===== src/rtl/key_note_ctrl.sv =====
// key_note_ctrl: keyboard front end for the piano.
// Synchronises and debounces eight keys (C5..C6), picks the lowest-numbered held key and
// drives the registered note index, one-hot enable, half-period count and a change pulse.
// A released note stays valid for SUSTAIN_CYCLES clocks before the output goes idle.
//
// Ports:
//   clk            system clock (50 MHz)
//   reset          asynchronous, active-high reset
//   keys_raw_i     raw buttons, bit 0 = C5 .. bit 7 = C6
//   note_valid_o   a note is playing or sustaining
//   note_idx_o     selected note index
//   note_onehot_o  one-hot of note_idx_o while note_valid_o, else 0
//   half_period_o  25000000/f for the selected note
//   note_change_o  single-clock pulse when a note starts or its index changes
//   keys_stable_o  debounced key state
module key_note_ctrl #(
  parameter int unsigned DEBOUNCE_CYCLES = 500000,
  parameter int unsigned SUSTAIN_CYCLES  = 5000000
) (
  input  logic        clk,
  input  logic        reset,
  input  logic [7:0]  keys_raw_i,
  output logic        note_valid_o,
  output logic [2:0]  note_idx_o,
  output logic [7:0]  note_onehot_o,
  output logic [24:0] half_period_o,
  output logic        note_change_o,
  output logic [7:0]  keys_stable_o
);

  localparam int unsigned DbW = $clog2(DEBOUNCE_CYCLES + 1);
  localparam logic [DbW-1:0] DbLast = DbW'(DEBOUNCE_CYCLES);

  // The sustain counter only has to reach SUSTAIN_CYCLES-1 before leaving SUSTAIN.
  localparam int unsigned SusW = (SUSTAIN_CYCLES < 2) ? 1 : $clog2(SUSTAIN_CYCLES);
  localparam int unsigned SusLastInt = (SUSTAIN_CYCLES == 0) ? 0 : SUSTAIN_CYCLES - 1;
  localparam logic [SusW-1:0] SusLast = SusW'(SusLastInt);

  typedef enum logic [1:0] {StIdle, StPlay, StSustain} state_e;

  logic [7:0]           sync1_q, sync2_q;
  logic [7:0]           stable_q, stable_d;
  logic [7:0][DbW-1:0]  db_cnt_q, db_cnt_d;
  state_e               state_q, state_d;
  logic [2:0]           idx_q, idx_d;
  logic [24:0]          half_period_q, half_period_d;
  logic                 change_q, change_d;
  logic [SusW-1:0]      sus_cnt_q, sus_cnt_d;
  logic                 any_key;
  logic [2:0]           prio_idx;

  function automatic logic [24:0] hp_lookup(input logic [2:0] idx);
    logic [24:0] hp;
    hp = 25'd47801;
    unique case (idx)
      3'd0: hp = 25'd47801;
      3'd1: hp = 25'd42589;
      3'd2: hp = 25'd37936;
      3'd3: hp = 25'd35816;
      3'd4: hp = 25'd31887;
      3'd5: hp = 25'd28409;
      3'd6: hp = 25'd25303;
      3'd7: hp = 25'd23877;
      default: hp = 25'd47801;
    endcase
    return hp;
  endfunction

  // Per-key debounce: a key flips only after the synced value has disagreed with the
  // stable value on DEBOUNCE_CYCLES+1 consecutive edges.
  always_comb begin
    stable_d = stable_q;
    db_cnt_d = db_cnt_q;
    for (int i = 0; i < 8; i++) begin
      if (sync2_q[i] == stable_q[i]) begin
        db_cnt_d[i] = '0;
      end else if (db_cnt_q[i] == DbLast) begin
        stable_d[i] = sync2_q[i];
        db_cnt_d[i] = '0;
      end else begin
        db_cnt_d[i] = db_cnt_q[i] + DbW'(1);
      end
    end
  end

  // Lowest set bit wins; scanning downwards leaves the lowest one as the final assignment.
  always_comb begin
    prio_idx = 3'd0;
    for (int i = 7; i >= 0; i--) begin
      if (stable_q[i]) prio_idx = 3'(i);
    end
  end

  assign any_key = |stable_q;

  always_comb begin
    state_d   = state_q;
    idx_d     = idx_q;
    change_d  = 1'b0;
    sus_cnt_d = sus_cnt_q;
    unique case (state_q)
      StIdle: begin
        if (any_key) begin
          state_d  = StPlay;
          idx_d    = prio_idx;
          change_d = 1'b1;
        end
      end
      StPlay: begin
        if (any_key) begin
          if (prio_idx != idx_q) begin
            idx_d    = prio_idx;
            change_d = 1'b1;
          end
        end else if (SUSTAIN_CYCLES == 0) begin
          state_d = StIdle;
        end else begin
          state_d   = StSustain;
          sus_cnt_d = '0;
        end
      end
      StSustain: begin
        if (any_key) begin
          state_d = StPlay;
          if (prio_idx != idx_q) begin
            idx_d    = prio_idx;
            change_d = 1'b1;
          end
        end else if (sus_cnt_q == SusLast) begin
          state_d = StIdle;
        end else begin
          sus_cnt_d = sus_cnt_q + SusW'(1);
        end
      end
      default: state_d = StIdle;
    endcase
    half_period_d = hp_lookup(idx_d);
  end

  always_ff @(posedge clk or posedge reset) begin
    if (reset) begin
      sync1_q       <= '0;
      sync2_q       <= '0;
      stable_q      <= '0;
      db_cnt_q      <= '0;
      state_q       <= StIdle;
      idx_q         <= 3'd0;
      half_period_q <= 25'd47801;
      change_q      <= 1'b0;
      sus_cnt_q     <= '0;
    end else begin
      sync1_q       <= keys_raw_i;
      sync2_q       <= sync1_q;
      stable_q      <= stable_d;
      db_cnt_q      <= db_cnt_d;
      state_q       <= state_d;
      idx_q         <= idx_d;
      half_period_q <= half_period_d;
      change_q      <= change_d;
      sus_cnt_q     <= sus_cnt_d;
    end
  end

  assign note_valid_o  = (state_q != StIdle);
  assign note_idx_o    = idx_q;
  assign note_onehot_o = note_valid_o ? (8'b1 << idx_q) : 8'h00;
  assign half_period_o = half_period_q;
  assign note_change_o = change_q;
  assign keys_stable_o = stable_q;

endmodule


===== config.mk =====
export PLATFORM = sky130hd
export DESIGN_NAME = key_note_ctrl
export DESIGN_NICKNAME = d
export VERILOG_FILES = /design/src/rtl/key_note_ctrl.sv
export SDC_FILE = /design/constraint.sdc
export NUM_CORES = 1
export LEC_CHECK = 0
export ABC_AREA = 1
export CAP_MARGIN = 20
export CORE_UTILIZATION = 61
export CTS_BUF_LIST = sky130_fd_sc_hd__clkbuf_8
export DETAILED_ROUTE_END_ITERATION = 7
export GPL_TIMING_DRIVEN = 1
export PLACE_DENSITY = 0.91
export SETUP_SLACK_MARGIN = 0.5
export SLEW_MARGIN = 20
export SYNTH_ARGS = -nofsm -noshare
export SYNTH_HDL_FRONTEND = slang
export SYNTH_SLANG_ARGS = --single-unit

===== constraint.sdc =====
create_clock -name clk -period 11.2 [get_ports clk]
set_input_delay 2.8 -clock clk [delete_from_list [all_inputs] [get_ports clk]]
set_output_delay 2.8 -clock clk [all_outputs]
set_load 0.05 [all_outputs]

==> flow_metrics.env <==
export IMPL_io_pins=56
export IMPL_hp_class="flop to flop"
export IMPL_tritoncts="yes"
export IMPL_rsz0062_at_grt="no"
export IMPL_cts_num_sinks=220
export IMPL_worstReg2RegEnd="sus_cnt_q[2]"
export IMPL_path_delay_family="buffers and inverters"
export IMPL_rrSetupSlack_ns=8.49
export IMPL_gp_congestion=0.947
export IMPL_grt_use_total_pct=28.1
export IMPL_start_util_pct=62.7
export IMPL_grt_pass1_vias=10300
export IMPL_vias_per_cell=5.51
export IMPL_routedWlPerCell_microns=14.2
export IMPL_numCtsBuffers=36
export IMPL_swShare_pct=23.7
export IMPL_synth_edf_count=0
export IMPL_worstSetupPathType="flop to primary output"
export IMPL_yosysSeqAreaShare_pct=44.8
export IMPL_die_width_microns=144
export IMPL_postLayoutCoreUtil_pct=69.9
export IMPL_crit_buf_inv=2
export IMPL_vias=10800
export IMPL_clock_skew_ns=0.0156
export IMPL_drt_wl_total_mm=27.8
export IMPL_crit_path_start="state_q[0]"
export IMPL_p_leak_nw=5.84
export IMPL_hold_viol_final=0
export IMPL_synthFlopType="dfrtp_1"
export IMPL_dpl_hpwl_mm=20.1
export IMPL_grt_max_degree=146
export IMPL_nets=1701
export IMPL_synth_warning_count=0
export IMPL_placed_cell_area_sq_um=13000
export IMPL_min_period_ns=5.39
export IMPL_firstDrtPassIters=5
export IMPL_max_cap_violations=0
export IMPL_cts_path_max_buffers=3
export IMPL_crit_path_end_kind="primary output"
export IMPL_drv_slew=0
export IMPL_clock_latency_ns=0.53
export IMPL_drive_gt1_share_pct=7.21
export IMPL_drcViolationCount=0
export IMPL_slew_limit_headroom_pct=32.1
export IMPL_min_period_over_period_pct=48.1
export IMPL_p_sw_w=0.000371
export IMPL_syn_to_final_growth_pct=11.5
export IMPL_die_h_microns=144
export IMPL_pwr_share_seq_pct=52.1
export IMPL_dieArea_sq_um=20800
export IMPL_r2r_start="state_q[0]"
export IMPL_antenna_cells=0
export IMPL_postCtsResizedCells=0
export IMPL_finalInstanceArea_sq_um=13700
export IMPL_peakVddDrop_uv=96.0
export IMPL_timing_fmax_mhz=186
export IMPL_post_cts_setup_buffers=0
export IMPL_worstMarginPinSlew_ns=1.02
export IMPL_ys_seq_elements=220
export IMPL_comb_power_share_pct=4.1
export IMPL_crit_path_start_kind="flop"
export IMPL_worstSetupEndpoint="note_onehot_o[1]"
export IMPL_syn_mean_instance_area_sq_um=7.72
export IMPL_path_clk_slew_ns=0.06
export IMPL_setup_tns_ns=0
export IMPL_fp_row_count=51
export IMPL_drt_iter0_markers=711
export IMPL_arrival_ns=2.59
export IMPL_p_int_w=0.00119
export IMPL_cp_max_fo=4
export IMPL_async_reset_ff_share_pct=100
export IMPL_cts_root_buffer="clkbuf_8"
export IMPL_synthesis_area_sq_um=12300
export IMPL_power_frac_clock_pct=43.8
export IMPL_holdBufCountCts=0
export IMPL_status="finished clean"
export IMPL_yosysUniqueCellTypes=44
export IMPL_powerDensity_nw_per_um2=114
export IMPL_max_stage_delay_ns=0.85
export IMPL_cp_depth=5
export IMPL_grt_pass1_wl_mm=46.9
export IMPL_finalSetupViolCount=0
export IMPL_core_area_sq_um=19700
export IMPL_ff2ff_path_depth=9
export IMPL_antenna_left=0
export IMPL_cp_cell_sequence="inv_1 > ha_1 > or2_2 > nor2_1 > clkdlybuf4s50_1"
export IMPL_htreeDepth=2
export IMPL_port_buffers=46
export IMPL_synth_cells=1595
export IMPL_crit_slowest_cell="clkdlybuf4s50_1"
export IMPL_grt_ovfl_total=0
export IMPL_antenna_found_initial=0
export IMPL_cp_required_ns=8.40
final cells by class:
class / instances / area (sq um)
Multi-Input combinational cell: 1138 / 5860
Tap cell: 265 / 332
Sequential cell: 220 / 5520
Fill cell: 1590 / 5920
Clock inverter: 19 / 113
Clock buffer: 43 / 592
Timing Repair Buffer: 48 / 479
Inverter: 223 / 845
power groups by stage:
stage	logic, W	clock network (W)	registers [W]
4_1_cts	0.0000653	0.000702	0.000815
3_3_place_gp	0.0000621	0	0.000829
2_1_floorplan	0.0000505	0	0.000827
6_report	0.0000638	0.000685	0.000815
3_5_place_dp	0.0000646	0	0.000829
5_1_grt	0.0000737	0.000739	0.000816
logic make-up (layout without fill, tap and decap cells):
family / after synthesis / in the layout / share of synthesized area (%)
AND/OR/NAND/NOR: 925 / 925 / 34.8
buffers and inverters: 245 / 333 / 7.86
flip-flops: 220 / 220 / 44.8
AO/OA/AOI/OAI: 103 / 103 / 4.54
XOR/XNOR: 75 / 75 / 5.33
adder cells (fa/ha/maj): 24 / 24 / 2.44
multiplexers: 2 / 2 / 0.183
other: 1 / 9 / 0.0304
synthesized netlist by cell type (6+ instances only):
library cell | count | area share, %
ha_1 | 24 | 2.4
nor3_1 | 90 | 3.7
nand2_1 | 309 | 9.4
dfrtp_1 | 210 | 43
nor2_2 | 11 | 0.56
o21ai_0 | 28 | 1.1
nor2_4 | 7 | 0.64
nand3b_1 | 8 | 0.49
nor3b_1 | 16 | 0.98
xnor2_1 | 12 | 0.85
xor2_1 | 63 | 4.5
or2_2 | 6 | 0.30
buf_2 | 6 | 0.24
nand2_2 | 11 | 0.56
buf_4 | 11 | 0.67
a21oi_1 | 39 | 1.6
nor4_1 | 20 | 1.0
inv_1 | 215 | 6.6
a31oi_1 | 7 | 0.36
nor2_1 | 257 | 7.8
dfstp_2 | 10 | 2.1
nand3_1 | 99 | 4.0
nand4_1 | 74 | 3.8
o21ai_1 | 17 | 0.69
state kept, by name, indices dropped and copies added (netlist names):
register       flops
db_cnt_q         152
sus_cnt_q         23
half_period_o     16
keys_stable_o      8
sync1_q            8
sync2_q            8
note_idx_o         2
state_q            2
note_change_o      1
layer usage:
metal | track usage (%) | part of all wire (%)
met5 | 0 | 0
met1 | 37.1 | 44
met3 | 4.97 | 6.3
met2 | 45.9 | 48
met4 | 11.3 | 2.5
per-stage QoR:
stage	setup slack, ns	instances	total power [W]	hold slack [ns]
2_1_floorplan	2.40	1603	0.000877	0.331
3_3_place_gp	6.13	1893	0.000891	0.336
3_5_place_dp	6.11	1893	0.000894	0.335
4_1_cts	5.76	1955	0.00158	0.351
5_1_grt	5.71	1956	0.00163	0.353
6_report	5.81	1956	0.00156	0.351
placed cells by master (no fill, tap or decap), types with 3 or more instances in the layout:
cell / netlist / final
nand2_1: 309 / 309
dfrtp_1: 210 / 210
ha_1: 24 / 24
xnor2_1: 12 / 12
o21ai_0: 28 / 28
inv_2: 5 / 5
conb_1: 1 / 9
nor3_4: 3 / 3
clkdlybuf4s50_1: 0 / 46
nor2_2: 11 / 11
nand2_2: 11 / 11
nor3_2: 4 / 4
a211oi_1: 5 / 5
nor3b_1: 16 / 16
nor3_1: 90 / 90
nand4_1: 74 / 74
nand3b_1: 8 / 8
nand3_1: 99 / 99
a31oi_1: 7 / 7
xor2_1: 63 / 63
nor2_1: 257 / 257
a21oi_1: 39 / 39
clkbuf_8: 0 / 43
clkinv_1: 3 / 3
nor2_4: 7 / 7
dfstp_2: 10 / 10
inv_1: 215 / 225
o21ai_1: 17 / 17
or2_2: 6 / 6
nor4_1: 20 / 20
clkinv_2: 0 / 5
worst register-to-register path: cells and delay by family, from the launching register on:
kind / cells / cell delay, ns
adder cells (fa/ha/maj): 1 / 0.58
AND/OR/NAND/NOR: 3 / 0.67
AO/OA/AOI/OAI: 2 / 0.14
buffers and inverters: 3 / 0.79
flip-flops: 1 / 0.40
how the worst min path moves through the flow:
stage / start / end / slack, ns / depth (start not counted)
3_5_place_dp: sync1_q[1] / sync2_q[1] / 0.33 / 0
6_report: sync1_q[3] / sync2_q[3] / 0.35 / 0
4_1_cts: sync1_q[5] / sync2_q[5] / 0.35 / 0
5_1_grt: sync1_q[3] / sync2_q[3] / 0.35 / 0
3_3_place_gp: sync1_q[1] / sync2_q[1] / 0.34 / 0
2_1_floorplan: sync1_q[0] / sync2_q[0] / 0.33 / 0
(Power assumes the default switching activity.)
